**config.mk**
```make
export PLATFORM = sky130hd
export DESIGN_NAME = alu_arbiter
export DESIGN_NICKNAME = d
export VERILOG_FILES = /design/src/rtl/arc_pkg.sv /design/src/rtl/alu_arb_pick.sv /design/src/rtl/alu_arbiter.sv
export SDC_FILE = /design/constraint.sdc
export NUM_CORES = 1
export LEC_CHECK = 0
export CAP_MARGIN = 20
export CORE_AREA = 2 2 126 128
export CTS_BUF_LIST = sky130_fd_sc_hd__clkbuf_4 sky130_fd_sc_hd__clkbuf_8
export DETAILED_ROUTE_END_ITERATION = 16
export DIE_AREA = 0 0 128 130
export PLACE_DENSITY = 0.72
export SYNTH_ARGS = -nofsm -noshare
export SYNTH_HDL_FRONTEND = slang
export SYNTH_HIERARCHICAL = 1
export SYNTH_SLANG_ARGS = --single-unit
```
**constraint.sdc**
```tcl
create_clock -name i_clk -period 2.1 [get_ports i_clk]
set_input_delay 0.42 -clock i_clk [delete_from_list [all_inputs] [get_ports i_clk]]
set_output_delay 0.42 -clock i_clk [all_outputs]
set_load 0.1 [all_outputs]
```
**src/rtl/arc_pkg.sv**
```systemverilog
// Shared types for the ALU arbiter: opcode encoding, lock FSM states and port count.
package arc_pkg;

    localparam int ARB_NPORTS = 2;

    typedef enum logic [3:0] {
        ALU_AND   = 4'd0,
        ALU_OR    = 4'd1,
        ALU_ADD   = 4'd2,
        ALU_SLL   = 4'd3,
        ALU_SRL   = 4'd4,
        ALU_SEQ   = 4'd5,
        ALU_SUB   = 4'd6,
        ALU_SLT   = 4'd7,
        ALU_LUI   = 4'd8,
        ALU_JAL   = 4'd9,
        ALU_NOR   = 4'd12,
        ALU_XOR   = 4'd13,
        ALU_PASSA = 4'd14
    } alu_op_t;

    typedef enum logic [1:0] {
        UNLOCKED = 2'd0,
        OWN0     = 2'd1,
        OWN1     = 2'd2
    } lock_state_t;

endpackage

```
**src/rtl/alu_arb_pick.sv**
```systemverilog
// Combinational grant selector: lock owner, then starved port 1, then port 0, then port 1.
module alu_arb_pick
    import arc_pkg::*;
#(
    parameter int STARVE_MAX = 4
) (
    input  logic [ARB_NPORTS-1:0] req,
    input  logic [3:0]            starve_cnt,
    input  lock_state_t           lock_state,
    output logic [ARB_NPORTS-1:0] gnt
);

    always_comb begin
        gnt = '0;
        case (lock_state)
            OWN0:    gnt[0] = req[0];
            OWN1:    gnt[1] = req[1];
            default: begin
                if (req[1] && (starve_cnt == 4'(STARVE_MAX)))
                    gnt[1] = 1'b1;
                else if (req[0])
                    gnt[0] = 1'b1;
                else if (req[1])
                    gnt[1] = 1'b1;
            end
        endcase
    end

endmodule

```
**src/rtl/alu_arbiter.sv**
```systemverilog
// Two-port arbiter in front of a single-cycle ALU with registered per-port results.
// Optional ownership locking is built when ALU_ARB_LOCK_EN is defined.
//
// state    | meaning
// UNLOCKED | normal priority arbitration
// OWN0     | port 0 owns the ALU, port 1 stalls
// OWN1     | port 1 owns the ALU, port 0 stalls
module alu_arbiter
    import arc_pkg::*;
#(
    parameter int STARVE_MAX = 4
) (
    input  logic        i_clk,
    input  logic        i_rst,
    input  logic        i_con_Req0,
    input  logic [3:0]  i_con_AluCtrl0,
    input  logic [31:0] i_data_A0,
    input  logic [31:0] i_data_B0,
    input  logic [4:0]  i_data_shamt0,
    input  logic        i_con_Lock0,
    output logic        o_con_Gnt0,
    output logic        o_con_Valid0,
    output logic [31:0] o_data_Res0,
    output logic        o_con_Zero0,
    input  logic        i_con_Req1,
    input  logic [3:0]  i_con_AluCtrl1,
    input  logic [31:0] i_data_A1,
    input  logic [31:0] i_data_B1,
    input  logic [4:0]  i_data_shamt1,
    input  logic        i_con_Lock1,
    output logic        o_con_Gnt1,
    output logic        o_con_Valid1,
    output logic [31:0] o_data_Res1,
    output logic        o_con_Zero1,
    output logic [3:0]  o_con_AluCtrl,
    output logic [31:0] o_data_A,
    output logic [31:0] o_data_B,
    output logic [4:0]  o_data_shamt,
    input  logic [31:0] i_data_AluRes,
    input  logic        i_con_Zero
);

    logic [ARB_NPORTS-1:0] req;
    logic [ARB_NPORTS-1:0] pick_gnt;
    logic [ARB_NPORTS-1:0] gnt;
    logic [3:0]            starve_cnt;
    lock_state_t           lock_state;

    assign req = {i_con_Req1, i_con_Req0};

    alu_arb_pick #(.STARVE_MAX(STARVE_MAX)) u_pick (
        .req        (req),
        .starve_cnt (starve_cnt),
        .lock_state (lock_state),
        .gnt        (pick_gnt)
    );

    // Nothing is accepted in a reset cycle, so requesters keep their ops pending.
    assign gnt        = i_rst ? '0 : pick_gnt;
    assign o_con_Gnt0 = gnt[0];
    assign o_con_Gnt1 = gnt[1];

    always_comb begin
        o_con_AluCtrl = 4'(ALU_AND);
        o_data_A      = '0;
        o_data_B      = '0;
        o_data_shamt  = '0;
        if (gnt[0]) begin
            o_con_AluCtrl = i_con_AluCtrl0;
            o_data_A      = i_data_A0;
            o_data_B      = i_data_B0;
            o_data_shamt  = i_data_shamt0;
        end else if (gnt[1]) begin
            o_con_AluCtrl = i_con_AluCtrl1;
            o_data_A      = i_data_A1;
            o_data_B      = i_data_B1;
            o_data_shamt  = i_data_shamt1;
        end
    end

`ifdef ALU_ARB_LOCK_EN
    always_ff @(posedge i_clk) begin
        if (i_rst) begin
            lock_state <= UNLOCKED;
        end else begin
            case (lock_state)
                UNLOCKED: begin
                    if (gnt[0] && i_con_Lock0)
                        lock_state <= OWN0;
                    else if (gnt[1] && i_con_Lock1)
                        lock_state <= OWN1;
                end
                OWN0:    if (gnt[0] && !i_con_Lock0) lock_state <= UNLOCKED;
                OWN1:    if (gnt[1] && !i_con_Lock1) lock_state <= UNLOCKED;
                default: lock_state <= UNLOCKED;
            endcase
        end
    end
`else
    logic lock_unused;
    assign lock_unused = i_con_Lock0 ^ i_con_Lock1;
    assign lock_state  = UNLOCKED;
`endif

    // The counter freezes while an owner holds the ALU so ownership does not count as starvation.
    always_ff @(posedge i_clk) begin
        if (i_rst)
            starve_cnt <= '0;
        else if (lock_state != UNLOCKED)
            starve_cnt <= starve_cnt;
        else if (gnt[1] || !i_con_Req1)
            starve_cnt <= '0;
        else if (gnt[0] && (starve_cnt < 4'(STARVE_MAX)))
            starve_cnt <= starve_cnt + 4'd1;
    end

    always_ff @(posedge i_clk) begin
        if (i_rst) begin
            o_con_Valid0 <= 1'b0;
            o_con_Valid1 <= 1'b0;
            o_data_Res0  <= '0;
            o_data_Res1  <= '0;
            o_con_Zero0  <= 1'b0;
            o_con_Zero1  <= 1'b0;
        end else begin
            o_con_Valid0 <= gnt[0];
            o_con_Valid1 <= gnt[1];
            if (gnt[0]) begin
                o_data_Res0 <= i_data_AluRes;
                o_con_Zero0 <= i_con_Zero;
            end
            if (gnt[1]) begin
                o_data_Res1 <= i_data_AluRes;
                o_con_Zero1 <= i_con_Zero;
            end
        end
    end

endmodule

```
==> flow_summary.toml, run 1 <==
[finish]
final_common_cell = "clkdlybuf4s50_1"
regArea_um2 = 1440
nFillCells = 1242
layout.nets = 872
syn2layout_area_growth_pct = 151
drive_above_1_share_pct = 40.8
final_cell_mix = "clkdlybuf4s50_1, buf_4, buf_12"
multi_input_area_um2 = 2370
instances_no_fill = 881
post-route-util_pct = 56.1

[placement]
place_congestion = 0.920
numPortBuffers = 325
place.detailed.hpwl_mm = 13.9
dp_slack_ps = -706
dpl.cell_count = 846

[synthesis]
synth_area_leaders = "dfxtp_1, mux2i_1, a22o_1"
yosysWarnings = 6
synthXorXnorAreaFrac_pct = 0
synth_fa_ha_area_share_pct = 1.09
avgSynthCellArea_um2 = 10.2
synth_flop_cell = "dfxtp_1"
synth_seq_area_share_pct = 41.8
netlist_area_um2 = 3450
synthArstFlopShare_pct = 0
yosys.area.top_type_share_pct = 41.8
yosysTopAreaCell = "dfxtp_1"
ys_types = 25
synth_compound_area_share_pct = 19.2
ys_ff_latch = 72
yosys.area_share.simple_pct = 11.3
synthCells = 338
synth_edf_count = 0
synth_top_family_by_area = "multiplexers"
synth_mux_area_share_pct = 19.8

[global_route]
grt_pass1_vias = 4231
antenna_found_initial = 2
grt_overflow = 0
grt_use_total_pct = 20.5
grt_pass1_wl_mm = 25.6
grt_max_degree = 52

[min_path]
hold_path.class = "reg2reg"
worst_hold_startpoint = "o_data_Res1[0]"
min_to = "o_data_Res1[0]"
holdPathStages = 2

[critical_path]
slowest_delay_ps = 320
cp_num_buf_inv = 5
r2r-end = "starve_cnt[0]"
cp-end-kind = "output pin"
cp-start-kind = "flip-flop"
r2r_cells = 8
cp_max_fo = 6
r2r_slack_ps = 150
critPathRequiredTime_ps = 1680
cp_cell_sequence = "nand4b_1 -> nor3_2 -> buf_4 -> nor2_4 -> nor3b_4 -> buf_6 -> buf_6 -> buf_8 -> a22o_4 -> buf_12"
critPathTopFamily = "buffers and inverters"
crit_cells = 10
path_common_cell = "buf_6"
reg2reg_from = "starve_cnt[3]"
slowest_stage = "dfxtp_2"
crit_arrival_ps = 2150
worstSetupPathType = "reg2out"

[power_and_ir_drop]
p_leak_nw = 3.76
powerDensity_nw_per_um2 = 632
peakVddDrop_uv = 644

[job]
max_cap_violations = 0

[timing]
setup_ws_ps = -470
hold_violations = 0
fin_crit_sh_pct = 122
setup_viol = 74
fmax_mhz = 389
tightest_slew_ps = 521
max_slew_margin_pct = 65.3
period_minus_slack_ps = 2570
clock_skew_ps = 6.24
slew_violations = 0
rsz0062_at_grt = "yes"

[routing]
ant_nets = 0
routedWlPerCell_um = 21.4
totalWireLength_mm = 18.8
drtIter0Drc = 133
drc_errors = 0
vias = 4119
drt_first_pass_iters = 4
vias_per_cell = 4.68

[cts]
root_buffer = "clkbuf_8"
clk_latency_ps = 340
clkTransAtPathRegs_ps = 70
cts.sinks = 72
cts_buffers = 9
cts.path.max_buffers = 2
h-tree-depth = 3
postCtsHoldBufs = 0
cts_tree = "yes"

[floorplan]
die-area_um2 = 16600
die_w_um = 128
rows = 46
ios = 328
core_area_um2 = 15400
start_util_pct = 22.4
dieHeight_um = 130

[status]
violations = "negative setup slack"
run_status = "finished, violations left"
## registers in the layout (all words and copies together), names as in the netlist
| signal | cells |
|---|---|
| o_con_Valid0 | 1 |
| o_con_Valid1 | 1 |
| o_con_Zero1 | 1 |
| o_data_Res0 | 32 |
| starve_cnt | 4 |
| o_con_Zero0 | 1 |
| o_data_Res1 | 32 |
## Yosys cell counts (all sizes together), types with 2 or more instances
| cell type | count |
|---|---|
| a22o | 73 |
| buf | 31 |
| dfxtp | 72 |
| ha | 3 |
| inv | 2 |
| mux2 | 2 |
| mux2i | 66 |
| nor2 | 68 |
| nor2b | 4 |
| nor3b | 2 |
| nor4b | 2 |
| nor4bb | 4 |
## repair_timing
action / 4_1_cts / 5_1_grt
endpoints found under the setup margin: 97 / 77
resized for setup: 53 / 23
endpoints found under the hold margin: 0 / 0
gates cloned: 5 / 4
buffers inserted: 11 / 1
pin swaps: 4 / 12
## how the worst max path moves through the flow
stage,from,to,slack [ps]
floorplan,i_con_Req1,o_data_B[26],-280
global placement,i_con_Req1,o_data_A[8],-660
detailed placement,i_con_Req1,o_data_A[15],-710
CTS,starve_cnt[3],o_data_A[15],-500
global route,starve_cnt[3],o_data_shamt[3],-590
finish,starve_cnt[3],o_data_B[26],-470
## worst min-delay path: cells and delay by family, from the launching register on
kind | cells | cell delay (ps)
DFF | 1 | 330
muxes | 1 | 70
and+or+nand+nor | 1 | 70
## metal layers
layer | routed length, um | track usage (%) | vias to the layer above | share of wire (%)
met5 | 13 | 0 | - | 0.069
li1 | - | - | 1931 | -
met2 | 9300 | 35.2 | 208 | 49
met4 | 561 | 7.30 | 2 | 3.0
met1 | 7230 | 23.6 | 1944 | 38
met3 | 1730 | 7.54 | 34 | 9.2
## report_power, final
| group | switching [mW] | leakage, nW | internal, mW |
|---|---|---|---|
| clock network | 0.499 | 0.0904 | 0.572 |
| registers | 0.0465 | 0.590 | 1.45 |
| logic | 1.80 | 3.08 | 1.11 |
| total | 2.34 | 3.76 | 3.13 |
## stage by stage
stage | hold WS (ps) | setup TNS [ps] | power, mW | instance area, um2
floorplan | 484 | -12050 | 3.20 | 3630
global placement | 476 | -58140 | 4.21 | 7680
detailed placement | 487 | -63290 | 4.23 | 7680
CTS | 506 | -33420 | 5.46 | 8410
global route | 530 | -39710 | 5.65 | 8660
finish | 502 | -31900 | 5.47 | 8660
## final cells by class
cell class / instances / area share (%)
timing repair buffer: 364 / 50.8
multi-input combinational: 235 / 27.4
inverter: 2 / 0.0867
sequential: 72 / 16.7
tap: 192 / 2.77
antenna: 1 / 0.0289
clock buffer: 10 / 1.59
clock inverter: 5 / 0.665
## cell families (layout without fill, tap and decap cells)
logic type      after synthesis  in the layout
simple gates                 83             83
compound gates               77             77
flops                        72             72
mux                          68             68
buf+inv                      34            381
fa+ha+maj                     3              3
other cells                   1              5
Note: power is estimated with default switching activity, not from simulation.
==> inputs of run 2 (changes only) <==
--- a/config.mk
+++ b/config.mk
@@ -5,12 +5,13 @@
 export SDC_FILE = /design/constraint.sdc
 export NUM_CORES = 1
 export LEC_CHECK = 0
+export ABC_AREA = 1
 export CAP_MARGIN = 20
 export CORE_AREA = 2 2 126 128
 export CTS_BUF_LIST = sky130_fd_sc_hd__clkbuf_4 sky130_fd_sc_hd__clkbuf_8
 export DETAILED_ROUTE_END_ITERATION = 16
 export DIE_AREA = 0 0 128 130
-export PLACE_DENSITY = 0.72
+export PLACE_DENSITY = 0.73
 export SYNTH_ARGS = -nofsm -noshare
 export SYNTH_HDL_FRONTEND = slang
 export SYNTH_HIERARCHICAL = 1
==> flow_summary.toml, run 2 <==
[status]
run_status = "finished, violations left"
violations = "negative setup slack"

[synthesis]
avgSynthCellArea_um2 = 6.62
synth_mux_area_share_pct = 0
synthXorXnorAreaFrac_pct = 0
synth_seq_area_share_pct = 40.1
ys_types = 18
yosysTopAreaCell = "dfxtp_1"
yosys.area_share.simple_pct = 32.0
synthArstFlopShare_pct = 0
synth_fa_ha_area_share_pct = 1.04
synth_flop_cell = "dfxtp_1"
synth_common_cells = "nand2_1, nand3_1, dfxtp_1, o21ai_0, inv_1"
synth.most_common_cell = "nand2_1"
synth_area_leaders = "dfxtp_1, nand2_1, nand3_1"
ys_ff_latch = 72
synth_compound_area_share_pct = 14.5
synth_edf_count = 0
netlist_area_um2 = 3590
synth_top_family_by_area = "simple AND/OR/NAND/NOR gates"
yosys.area.top_type_share_pct = 40.1
synthCells = 543
yosysWarnings = 6

[timing]
setup_viol = 75
clock_skew_ps = 3.64
fin_crit_sh_pct = 113
max_slew_margin_pct = 46.1
slew_violations = 0
rsz0062_at_grt = "yes"
tightest_slew_ps = 807
fmax_mhz = 422
whs_ps = 465
period_minus_slack_ps = 2370
tns_ps = -16000
hold_violations = 0
setup_ws_ps = -272

[finish]
drive_above_1_share_pct = 43.5
final_cell_mix = "clkdlybuf4s50_1, buf_4, nand2_1, buf_12, nand2_4"
post-route-util_pct = 62.4
nFillCells = 1201
top_regs = "o_data_Res0: 32 flops, o_data_Res1: 32 flops, starve_cnt: 4 flops"
layout.nets = 1078
instances_no_fill = 1088
final_common_cell = "clkdlybuf4s50_1"
syn2layout_area_growth_pct = 168

[routing]
ant_nets = 0
totalWireLength_mm = 20.8
drc_errors = 0
routedWlPerCell_um = 19.1
drt_first_pass_iters = 5
drtIter0Drc = 191
vias = 5149
vias_per_cell = 4.73

[critical_path]
cp_num_buf_inv = 6
path_common_cell = "buf_12"
crit_cells = 12
slowest_delay_ps = 340
cp_max_fo = 7
cp-start-kind = "flip-flop"
slowest_stage = "dfxtp_2"
cp-end-kind = "output pin"
crit_arrival_ps = 1950
r2r_cells = 9
critPathRequiredTime_ps = 1680
critPathLaunch = "starve_cnt[1]"
cp_cell_sequence = "inv_2 -> nand3_4 -> nor2_2 -> nor2_4 -> clkinv_4 -> nor2_4 -> buf_12 -> buf_12 -> buf_16 -> nand2_1 -> nand2_4 -> buf_12"
reg2reg_from = "starve_cnt[1]"
worstSetupPathType = "reg2out"
critPathTopFamily = "buffers and inverters"

[floorplan]
rows = 46
core_area_um2 = 15400
die_w_um = 128
dieHeight_um = 130
start_util_pct = 23.3
die-area_um2 = 16600
ios = 328

[job]
max_cap_violations = 0

[placement]
numPortBuffers = 325
place.detailed.hpwl_mm = 13.4
dpl.cell_count = 1040
dp_slack_ps = -479
place_congestion = 0.820

[power_and_ir_drop]
p_leak_nw = 4.02
powerDensity_nw_per_um2 = 600
peakVddDrop_uv = 604

[cts]
cts.sinks = 72
cts.path.max_buffers = 2
clk_latency_ps = 340
clkTransAtPathRegs_ps = 70
cts_tree = "yes"
h-tree-depth = 3
cts_buffers = 9
root_buffer = "clkbuf_8"

[global_route]
grt_pass1_vias = 5023
grt_use_total_pct = 22.0
grt_pass1_wl_mm = 28.3
grt_max_degree = 67
grt_overflow = 0
antenna_found_initial = 1

[min_path]
holdPathStages = 2
hold_path.class = "reg2reg"
worst_hold_startpoint = "o_data_Res1[9]"
run 2: cell types whose count changed after synthesis, moves of 35 or more:
cell / before / now
nor2_1: 68 / 8
mux2i_1: 66 / 0
a21oi_1: 1 / 36
a22o_1: 73 / 0
nand3_1: 0 / 79
o21ai_0: 1 / 61
inv_1: 2 / 45
nand2_1: 0 / 184
run 2: final timing paths:
| path | slack [ps] | endpoint |
|---|---|---|
| setup / recovery | -270 | o_data_A[11] |
| hold / removal | 470 | o_data_Res1[9] |
| setup reg to reg | 220 | o_data_Res1[15] |
| hold reg to reg | 470 | o_data_Res1[9] |
run 2: cell families after synthesis:
kind of cell	Yosys count
other cells	1
flops	72
buf+inv	89
compound gates	104
fa+ha+maj	3
simple gates	274
run 2: stage by stage:
| stage | instance area, um2 | power, mW |
|---|---|---|
| 4_1_cts | 9110 | 5.66 |
| 2_1_floorplan | 4140 | 3.37 |
| 3_3_place_gp | 8140 | 4.41 |
| 3_5_place_dp | 8140 | 4.42 |
| 6_report | 9620 | 5.77 |
| 5_1_grt | 9620 | 5.98 |
run 2: worst min-delay path, stage by stage (launching register included):
cell and delay, ps:
dfxtp_1 330, nand2_1 50, o21ai_0 50
run 2: layout make-up:
class	count	area [um2]	share of cell area [%]
well taps	192	240	2.50
clock buffers	14	180	1.87
repair buffers	373	4610	47.9
clock inverters	2	12.5	0.130
inverters	48	185	1.92
diodes	1	2.50	0.0260
flip-flops and latches	72	1450	15.0
multi-input cells	386	2940	30.6
run 2: report_power, final:
| group | switching (mW) | total, mW | internal, mW | leakage (nW) |
|---|---|---|---|---|
| Combinational | 2.11 | 3.21 | 1.10 | 3.32 |
| Sequential | 0.0523 | 1.52 | 1.47 | 0.594 |
| Clock | 0.497 | 1.05 | 0.551 | 0.0995 |
run 2: timing repair:
action,4_1_cts,5_1_grt
resized for setup,100,71
hold buffers,0,0
pin swaps,13,19
cloned,7,7
endpoints found under the setup margin,77,77
setup buffers,13,5
run 2: routing by layer:
| layer | up-vias | track usage [%] | wire [um] |
|---|---|---|---|
| met1 | 2436 | 25.1 | 7670 |
| met3 | 38 | 6.68 | 1810 |
| met5 | - | 0 | 0 |
| met4 | 0 | 9.24 | 669 |
| li1 | 2440 | - | - |
| met2 | 235 | 38.6 | 10700 |
